File: src/rtl/fsm_run_serializer_pkg.sv
// Shared types and default sizes for the run serializer and its run-length tracker.
// Imported by the top-level serializer and the tracker sub-module.
package fsm_run_pkg;

  localparam int LEN_W_DEF  = 4;
  localparam int RUN_TH_DEF = 4;
  localparam int CNT_W_DEF  = 3;

  typedef enum logic {
    IDLE = 1'b0,
    SEND = 1'b1
  } state_t;

endpackage

File: src/rtl/fsm_run_serializer_if.sv
// Command handshake and serial output bundle of the run serializer.
// master = command source / observer, slave = serializer.
interface fsm_run_serializer_if #(
  parameter int LEN_W = 4
);

  logic             in_valid;
  logic             in_bit;
  logic [LEN_W-1:0] in_len;
  logic             in_ready;
  logic             w;
  logic             w_valid;
  logic             z_exp;
  logic             busy;

  modport master (
    output in_valid,
    output in_bit,
    output in_len,
    input  in_ready,
    input  w,
    input  w_valid,
    input  z_exp,
    input  busy
  );

  modport slave (
    input  in_valid,
    input  in_bit,
    input  in_len,
    output in_ready,
    output w,
    output w_valid,
    output z_exp,
    output busy
  );

endinterface

File: src/rtl/fsm_run_serializer_tracker.sv
// Cycle-exact model of the 4-in-a-row detector: counts consecutive equal samples of w
// (idle holds included) and flags when the run reaches the threshold.
module fsm_run_tracker
  import fsm_run_pkg::*;
#(
  parameter int RUN_TH = RUN_TH_DEF,
  parameter int CNT_W  = CNT_W_DEF
) (
  input  logic clk,
  input  logic reset,
  input  logic w,
  output logic z_exp
);

  logic [CNT_W-1:0] run_cnt_q;
  logic [CNT_W-1:0] run_cnt_d;
  logic             last_w_q;

  function automatic logic [CNT_W-1:0] sat_inc(input logic [CNT_W-1:0] c);
    if (c >= CNT_W'(RUN_TH)) return CNT_W'(RUN_TH);
    return c + CNT_W'(1);
  endfunction

  // A zero count means no sample since reset, so the first sample always starts a new run.
  always_comb begin
    run_cnt_d = CNT_W'(1);
    if ((run_cnt_q != '0) && (w == last_w_q)) begin
      run_cnt_d = sat_inc(run_cnt_q);
    end
  end

  always_ff @(posedge clk or negedge reset) begin
    if (!reset) begin
      run_cnt_q <= '0;
      last_w_q  <= 1'b0;
    end else begin
      run_cnt_q <= run_cnt_d;
      last_w_q  <= w;
    end
  end

  assign z_exp = (run_cnt_q == CNT_W'(RUN_TH));

endmodule

File: src/rtl/fsm_run_serializer.sv
// Converts (bit, length) run commands into a one-bit-per-cycle stream w and
// predicts the downstream detector's z output on z_exp.
module fsm_run_serializer
  import fsm_run_pkg::*;
#(
  parameter int LEN_W  = LEN_W_DEF,
  parameter int RUN_TH = RUN_TH_DEF,
  parameter int CNT_W  = CNT_W_DEF
) (
  input  logic                 clk,
  input  logic                 reset,
  fsm_run_serializer_if.slave  bus
);

  state_t           state_q;
  state_t           state_d;
  logic [LEN_W-1:0] rem_q;
  logic [LEN_W-1:0] rem_d;
  logic             w_q;
  logic             w_d;
  logic             w_valid_q;
  logic             w_valid_d;
  logic             ready;
  logic             load;
  logic             last_bit;
  logic             z_exp_w;

  assign last_bit = (rem_q == LEN_W'(1));
  assign ready    = (state_q == IDLE) || ((state_q == SEND) && last_bit);
  // Zero-length commands are consumed by the handshake but never load a run.
  assign load     = bus.in_valid && ready && (bus.in_len != '0);

  always_comb begin
    state_d   = state_q;
    rem_d     = rem_q;
    w_d       = w_q;
    w_valid_d = w_valid_q;
    unique case (state_q)
      IDLE: begin
        w_valid_d = 1'b0;
        if (load) begin
          state_d   = SEND;
          rem_d     = bus.in_len;
          w_d       = bus.in_bit;
          w_valid_d = 1'b1;
        end
      end
      SEND: begin
        rem_d = rem_q - LEN_W'(1);
        if (last_bit) begin
          if (load) begin
            rem_d     = bus.in_len;
            w_d       = bus.in_bit;
            w_valid_d = 1'b1;
          end else begin
            state_d   = IDLE;
            w_valid_d = 1'b0;
          end
        end
      end
      default: begin
        state_d   = IDLE;
        w_valid_d = 1'b0;
      end
    endcase
  end

  always_ff @(posedge clk or negedge reset) begin
    if (!reset) begin
      state_q   <= IDLE;
      rem_q     <= '0;
      w_q       <= 1'b0;
      w_valid_q <= 1'b0;
    end else begin
      state_q   <= state_d;
      rem_q     <= rem_d;
      w_q       <= w_d;
      w_valid_q <= w_valid_d;
    end
  end

  fsm_run_tracker #(
    .RUN_TH (RUN_TH),
    .CNT_W  (CNT_W)
  ) u_tracker (
    .clk   (clk),
    .reset (reset),
    .w     (w_q),
    .z_exp (z_exp_w)
  );

  assign bus.in_ready = ready;
  assign bus.w        = w_q;
  assign bus.w_valid  = w_valid_q;
  assign bus.z_exp    = z_exp_w;
  assign bus.busy     = (state_q == SEND);

endmodule

File: src/flat_wrapper.sv
// flat-port wrapper written by rule: the top's interface ports become plain ports
module fsm_run_serializer_flat import fsm_run_pkg::*;
#(
  parameter int LEN_W  = LEN_W_DEF,
  parameter int RUN_TH = RUN_TH_DEF,
  parameter int CNT_W  = CNT_W_DEF
)
  (clk, reset, bus_in_valid, bus_in_bit, bus_in_len, bus_in_ready, bus_w, bus_w_valid, bus_z_exp, bus_busy);
  fsm_run_serializer_if #(.LEN_W(LEN_W)) bus_i ();
  input  logic clk;
  input  logic reset;
  input wire logic [$bits(bus_i.in_valid)-1:0] bus_in_valid;
  input wire logic [$bits(bus_i.in_bit)-1:0] bus_in_bit;
  input wire logic [$bits(bus_i.in_len)-1:0] bus_in_len;
  output wire logic [$bits(bus_i.in_ready)-1:0] bus_in_ready;
  output wire logic [$bits(bus_i.w)-1:0] bus_w;
  output wire logic [$bits(bus_i.w_valid)-1:0] bus_w_valid;
  output wire logic [$bits(bus_i.z_exp)-1:0] bus_z_exp;
  output wire logic [$bits(bus_i.busy)-1:0] bus_busy;
  assign bus_i.in_valid = bus_in_valid;
  assign bus_i.in_bit = bus_in_bit;
  assign bus_i.in_len = bus_in_len;
  assign bus_in_ready = bus_i.in_ready;
  assign bus_w = bus_i.w;
  assign bus_w_valid = bus_i.w_valid;
  assign bus_z_exp = bus_i.z_exp;
  assign bus_busy = bus_i.busy;
  fsm_run_serializer #(.LEN_W(LEN_W), .RUN_TH(RUN_TH), .CNT_W(CNT_W)) u_core (.clk(clk), .reset(reset), .bus(bus_i));
endmodule
File: config.mk
export PLATFORM = sky130hd
export DESIGN_NAME = fsm_run_serializer_flat
export DESIGN_NICKNAME = d
export VERILOG_FILES = /design/src/rtl/fsm_run_serializer_pkg.sv /design/src/rtl/fsm_run_serializer_if.sv /design/src/rtl/fsm_run_serializer_tracker.sv /design/src/rtl/fsm_run_serializer.sv /design/src/flat_wrapper.sv
export SDC_FILE = /design/constraint.sdc
export NUM_CORES = 1
export LEC_CHECK = 0
export BUFFER_PORTS_ARGS = -buffer_cell sky130_fd_sc_hd__buf_2
export CORE_ASPECT_RATIO = 1.1
export CORE_MARGIN = 4
export CORE_UTILIZATION = 45
export CTS_BUF_LIST = sky130_fd_sc_hd__clkbuf_16
export CTS_CLUSTER_DIAMETER = 50
export CTS_CLUSTER_SIZE = 25
export DETAILED_ROUTE_END_ITERATION = 7
export GPL_TIMING_DRIVEN = 0
export PLACE_DENSITY = 0.67
export SETUP_SLACK_MARGIN = 0.3
export SYNTH_ARGS = -nofsm -noshare
export SYNTH_HDL_FRONTEND = slang
export SYNTH_HIERARCHICAL = 1
export SYNTH_SLANG_ARGS = --single-unit
File: constraint.sdc
create_clock -name clk -period 3.7 [get_ports clk]
set_clock_uncertainty 0.15 [all_clocks]
set_input_delay 0 -clock clk [delete_from_list [all_inputs] [get_ports clk]]
set_output_delay 0 -clock clk [all_outputs]
set_load 0.02 [all_outputs]
After elaboration in Yosys (flattened, before gate mapping)
Cells that the tools add are included.
{"block": "totals", "memories": 0, "elab_cells": 39, "mem_bits_rw": 0, "regBits": 11, "mem_bits_ro": 0, "latchBits": 0}
{"block": "classes", "n_lt_le_gt_ge": 1, "n_shift": 0, "n_mux": 17, "addsub": 2, "n_div": 0, "mul": 0, "bitwise_logic": 1, "eq_ne": 5, "reduce_logical": 7}
{"cell": "$mux W4", "count": 3}
{"cell": "$mux W3", "count": 3}
{"cell": "$pmux W4 S2", "count": 1}
{"cell": "$mux W1", "count": 7}
{"cell": "$pmux W1 S2", "count": 3}
{"cell": "$eq A4 B1 Y1 const B", "count": 1}
{"cell": "$logic_and A1 B1 Y1", "count": 4}
{"cell": "$reduce_bool A4 Y1", "count": 1}
{"cell": "$sub A4 B1 Y4 const B", "count": 1}
{"cell": "$add A3 B1 Y3 const B", "count": 1}
{"cell": "$eq A3 B3 Y1 const B", "count": 1}
{"cell": "$ge A3 B3 Y1 const B", "count": 1}
{"cell": "$reduce_bool A3 Y1", "count": 1}
{"cell": "$ne A2 B1 Y1 const B", "count": 1}
{"cell": "$ne A2 B2 Y1 const B", "count": 1}
{"cell": "$eq A1 B1 Y1", "count": 1}
{"cell": "$logic_or A1 B1 Y1", "count": 1}
{"cell": "$not A1 Y1", "count": 1}

Longest topological paths before layout
{"block": "depth", "depth_word": 8, "mapped_depth": 6}

Modules after synthesis
The synthesis kept the hierarchy.
{"mod": "fsm_run_serializer", "cells_per_inst": 46, "area_each_um2": 454.2, "seq_area_each_um2": 175.2, "instances": 1}
{"mod": "fsm_run_tracker", "cells_per_inst": 16, "area_each_um2": 192.7, "seq_area_each_um2": 100.1, "instances": 1}

Least setup slack after synthesis
Ideal clock, no wire load.
{"block": "synth_path", "kind": "register -> register", "startpoint": "register u_core.rem_q[1]", "endpoint": "register u_core.w_q, in the netlist u_core/bus.w", "setup_time_ns": 0.125, "path_buffers": 0, "setup_slack_ns": 1.894, "stages_incl_launch_ff": 6, "arrival_ns": 1.531, "period_less_slack_ns": 1.806, "path_cell_list": "dfrtp_1 inv_1 ha_1 or3b_1 a21oi_2 mux2_2"}
{"block": "synth_between", "elab_chain_cells": 8, "word_cells_on_any_way": 9}
{"element": "start: declaration", "line": "fsm_run_serializer.sv:17", "rtl": "logic [LEN_W-1:0] rem_q;"}
{"element": "start signal: assignment", "line": "fsm_run_serializer.sv:76", "rtl": "rem_q <= rem_d;"}
{"element": "$eq A4 B1 Y1 *", "line": "fsm_run_serializer.sv:28", "rtl": "assign last_bit = (rem_q == LEN_W'(1));"}
{"element": "$logic_and A1 B1 Y1", "line": "fsm_run_serializer.sv:29", "rtl": "assign ready = (state_q == IDLE) || ((state_q == SEND) && last_bit);"}
{"element": "$logic_or A1 B1 Y1", "line": "fsm_run_serializer.sv:29"}
{"element": "$logic_and A1 B1 Y1 (2 in series)", "line": "fsm_run_serializer.sv:31", "rtl": "assign load = bus.in_valid && ready && (bus.in_len != '0);"}
{"element": "$mux W1 (2 in series)"}
{"element": "$pmux W1 S2"}
{"element": "end signal: assignment", "line": "fsm_run_serializer.sv:77", "rtl": "w_q <= w_d;"}
{"element": "end: declaration", "line": "fsm_run_serializer.sv:19", "rtl": "logic w_q;"}
Every way passes the cells marked *; elsewhere a longest branch is shown, timed or not. The select of a mux whose other input is x is not followed.
A chain may end at the register's enable or synchronous reset.

Worst setup path in the final report
Ends and elaborated chain as after synthesis.

==> results.ini <==
[logic_synthesis]
async_flop_share = 1.00
synth_area_leaders = dfrtp_1 (43%), ha_1 (7.7%), o41ai_4 (4.3%), inv_1 (4.1%), nand2_1 (4.1%)
yosysMostFrequentCell = dfrtp_1
ys_ff_latch = 11
synth_edf_count = 0
ys_types = 28
yosysSeqAreaShare = 0.426
synth.top_cell.area_share = 0.426
yosys_warnings = 6
syn_avg_cell_area_um2 = 10.4
synthFlopType = dfrtp_1
ys_top_cells_by_count = dfrtp_1 (11), inv_1 (7), nand2_1 (7)
synth_area_um2 = 647
synthCells = 62
yosys.area.top_type = dfrtp_1
synth_nets = 74

[route]
drt-total-wl_um = 1350
initialDrtViolationCount = 5
drt_pass1_iterations = 4
drc = 0
routedWlPerCell_um = 13.4
vias = 553
postRouteAntennaNets = 0
viasPerCell = 5.48

[floorplanning]
coreArea_um2 = 1370
rows = 14
die_y_um = 47.8
die_w_um = 44.2
start_util = 0.473
die_area_um2 = 2110
io_pins = 13

[place]
dpl.hpwl_um = 932
gp_congestion = 0.735
port_buffers = 12
dpl.cell_count = 90
dp_slack_ps = 1730

[clocking]
htreeDepth = 1
holdBufCountCts = 7
insertion_delay_ps = 240
cts_tree = built
cts.path.max_buffers = 2
clkSlewWorstSetupHoldPaths_ps = 40
numCtsBuffers = 3
cts.sinks = 11
cts_setup_buffers = 0
clockRootBuffer = clkbuf_16
cts_resized = 0

[outcome]
status = completed

[sta]
worstMarginPinSlew_ps = 451
finalCritPeriodShare = 0.532
setup_violations = 0
timing.final.ws_setup_ps = 1730
slew_headroom = 0.698
hold_viol = 0
slew_violations = 0
fin_tns_setup_ps = 0
layout_min_cycle_time_ps = 1970
rsz0062_at_grt = no
fmax_mhz = 508

[critical_path]
crit_type = register to register
critical_path_required_ps = 3670
crit_path_start_kind = register
cp.arrival_ps = 1940
worstSetupEndpointType = register
worstPathMaxFanout = 6

[layout]
multiInputGateArea_um2 = 342
fillers = 106
fin_nets = 98
drive_above_1_share = 0.259
diodes = 0
regArea_um2 = 275
stdcell_count = 101
synthToLayoutAreaGrowth_pct = 35.4

[worst_hold_path]
hold_class = primary input to asynchronous set/reset pin

[global_route]
grt_pass1_wl_um = 2260
grt_antenna_before_repair = 0
overflow = 0
grt_max_degree = 12
grt_pass1_vias = 557
grt_use_total = 0.157

[power]
ir_worst_vdd_mv = 0.408
leakage_nw = 0.425
design_power_total_mw = 0.741
powerDensity_nw_per_um2 = 846

[job]
max_cap_viol_count = 0

## cells by family (layout without fill, tap and decap cells)
kind of cell             count (synthesis)  in the layout  synth area share
AO/OA/AOI/OAI                           16             16             0.213
XOR/XNOR                                 2              2            0.0271
adder cells (fa/ha/maj)                  4              4            0.0774
buffers and inverters                    8             31            0.0464
flip-flops                              11             11             0.426
multiplexers                             2              2            0.0329
AND/OR/NAND/NOR                         19             19             0.178
## final timing paths
path | cells past startpoint | from | slack [ps] | end
setup / recovery | 5 | u_core/rem_q[1] | 1730 | u_core/bus.w
hold / removal | 2 | reset | 8 | u_core/rem_q[2]
setup reg to reg | 5 | u_core/rem_q[1] | 1730 | u_core/bus.w
hold reg to reg | 0 | u_core/bus.w | 280 | u_core/u_tracker/last_w_q
max in group asynchronous | 2 | reset | 3190 | u_core/u_tracker/run_cnt_q[2]
min in group clk | 3 | bus_in_len[2] | 90 | u_core/rem_q[2]
## stage by stage
| stage | utilization | instance area (um^2) | hold slack (ps) |
|---|---|---|---|
| final | 0.641 | 876 | 7.52 |
| after global routing | 0.641 | 876 | 32.6 |
| after CTS | 0.641 | 876 | 19.3 |
| after detailed placement | 0.532 | 727 | -266 |
| after global placement | 0.532 | 727 | -264 |
| after floorplan | - | 647 | -446 |
## cells in the final DEF, fill, tap and decap left out
master         Yosys  final
buf_2              0     12
dfrtp_1           11     11
inv_1              7      8
dlygate4sd3_1      0      7
nand2_1            7      7
ha_1               4      4
clkbuf_16          0      3
a21oi_1            3      3
and2_1             2      2
o31ai_1            2      2
a211oi_1           2      2
nor3_1             2      2
a21o_2             2      2
xor2_1             2      2
nand2b_1           2      2
clkbuf_1           1      1
or3b_1             1      1
o41ai_4            1      1
nor2_1             1      1
o21ai_0            1      1
a221oi_1           1      1
a21oi_2            1      1
nor4bb_1           1      1
mux2i_1            1      1
o22ai_1            1      1
a211o_1            1      1
mux2_2             1      1
nor3b_1            1      1
a211o_2            1      1
nor4b_1            1      1
nor4b_2            1      1
## critical path, cell delays in order (launching register included)
cell     delay [ps]
dfrtp_1         380
inv_1            80
ha_1            150
or3b_1          380
a21oi_2         320
mux2_2          380
## flip-flops by register name, indices dropped and copies added (netlist names)
signal and flops:
u_core/bus.busy 1, u_core/bus.w 1, u_core/bus.w_valid 1, u_core/rem_q 4, u_core/u_tracker/last_w_q 1, u_core/u_tracker/run_cnt_q 3
## power breakdown
group          switching, mW  total, mW  leakage [nW]  internal [mW]
logic                  0.164      0.315         0.253          0.151
clock network         0.0533      0.195        0.0423          0.142
registers             0.0500      0.231         0.131          0.181
total                  0.267      0.741         0.425          0.474
## layer usage
metal  vias to the layer above  track usage  share of wire
met2                        19        0.265           0.46
met3                         6       0.0451          0.056
met5                         -            0              0
met4                         0        0.108          0.030
met1                       261        0.173           0.45
li1                        267            -              -
## area by class of cell
type	instances	area share
Multi-Input combinational cell	43	0.390
Sequential cell	11	0.314
Timing Repair Buffer	19	0.149
Clock buffer	3	0.0857
Inverter	7	0.0300
Tap cell	16	0.0229
Clock inverter	1	0.00429
Buffer	1	0.00429
Note: power is estimated with default switching activity, not from simulation.
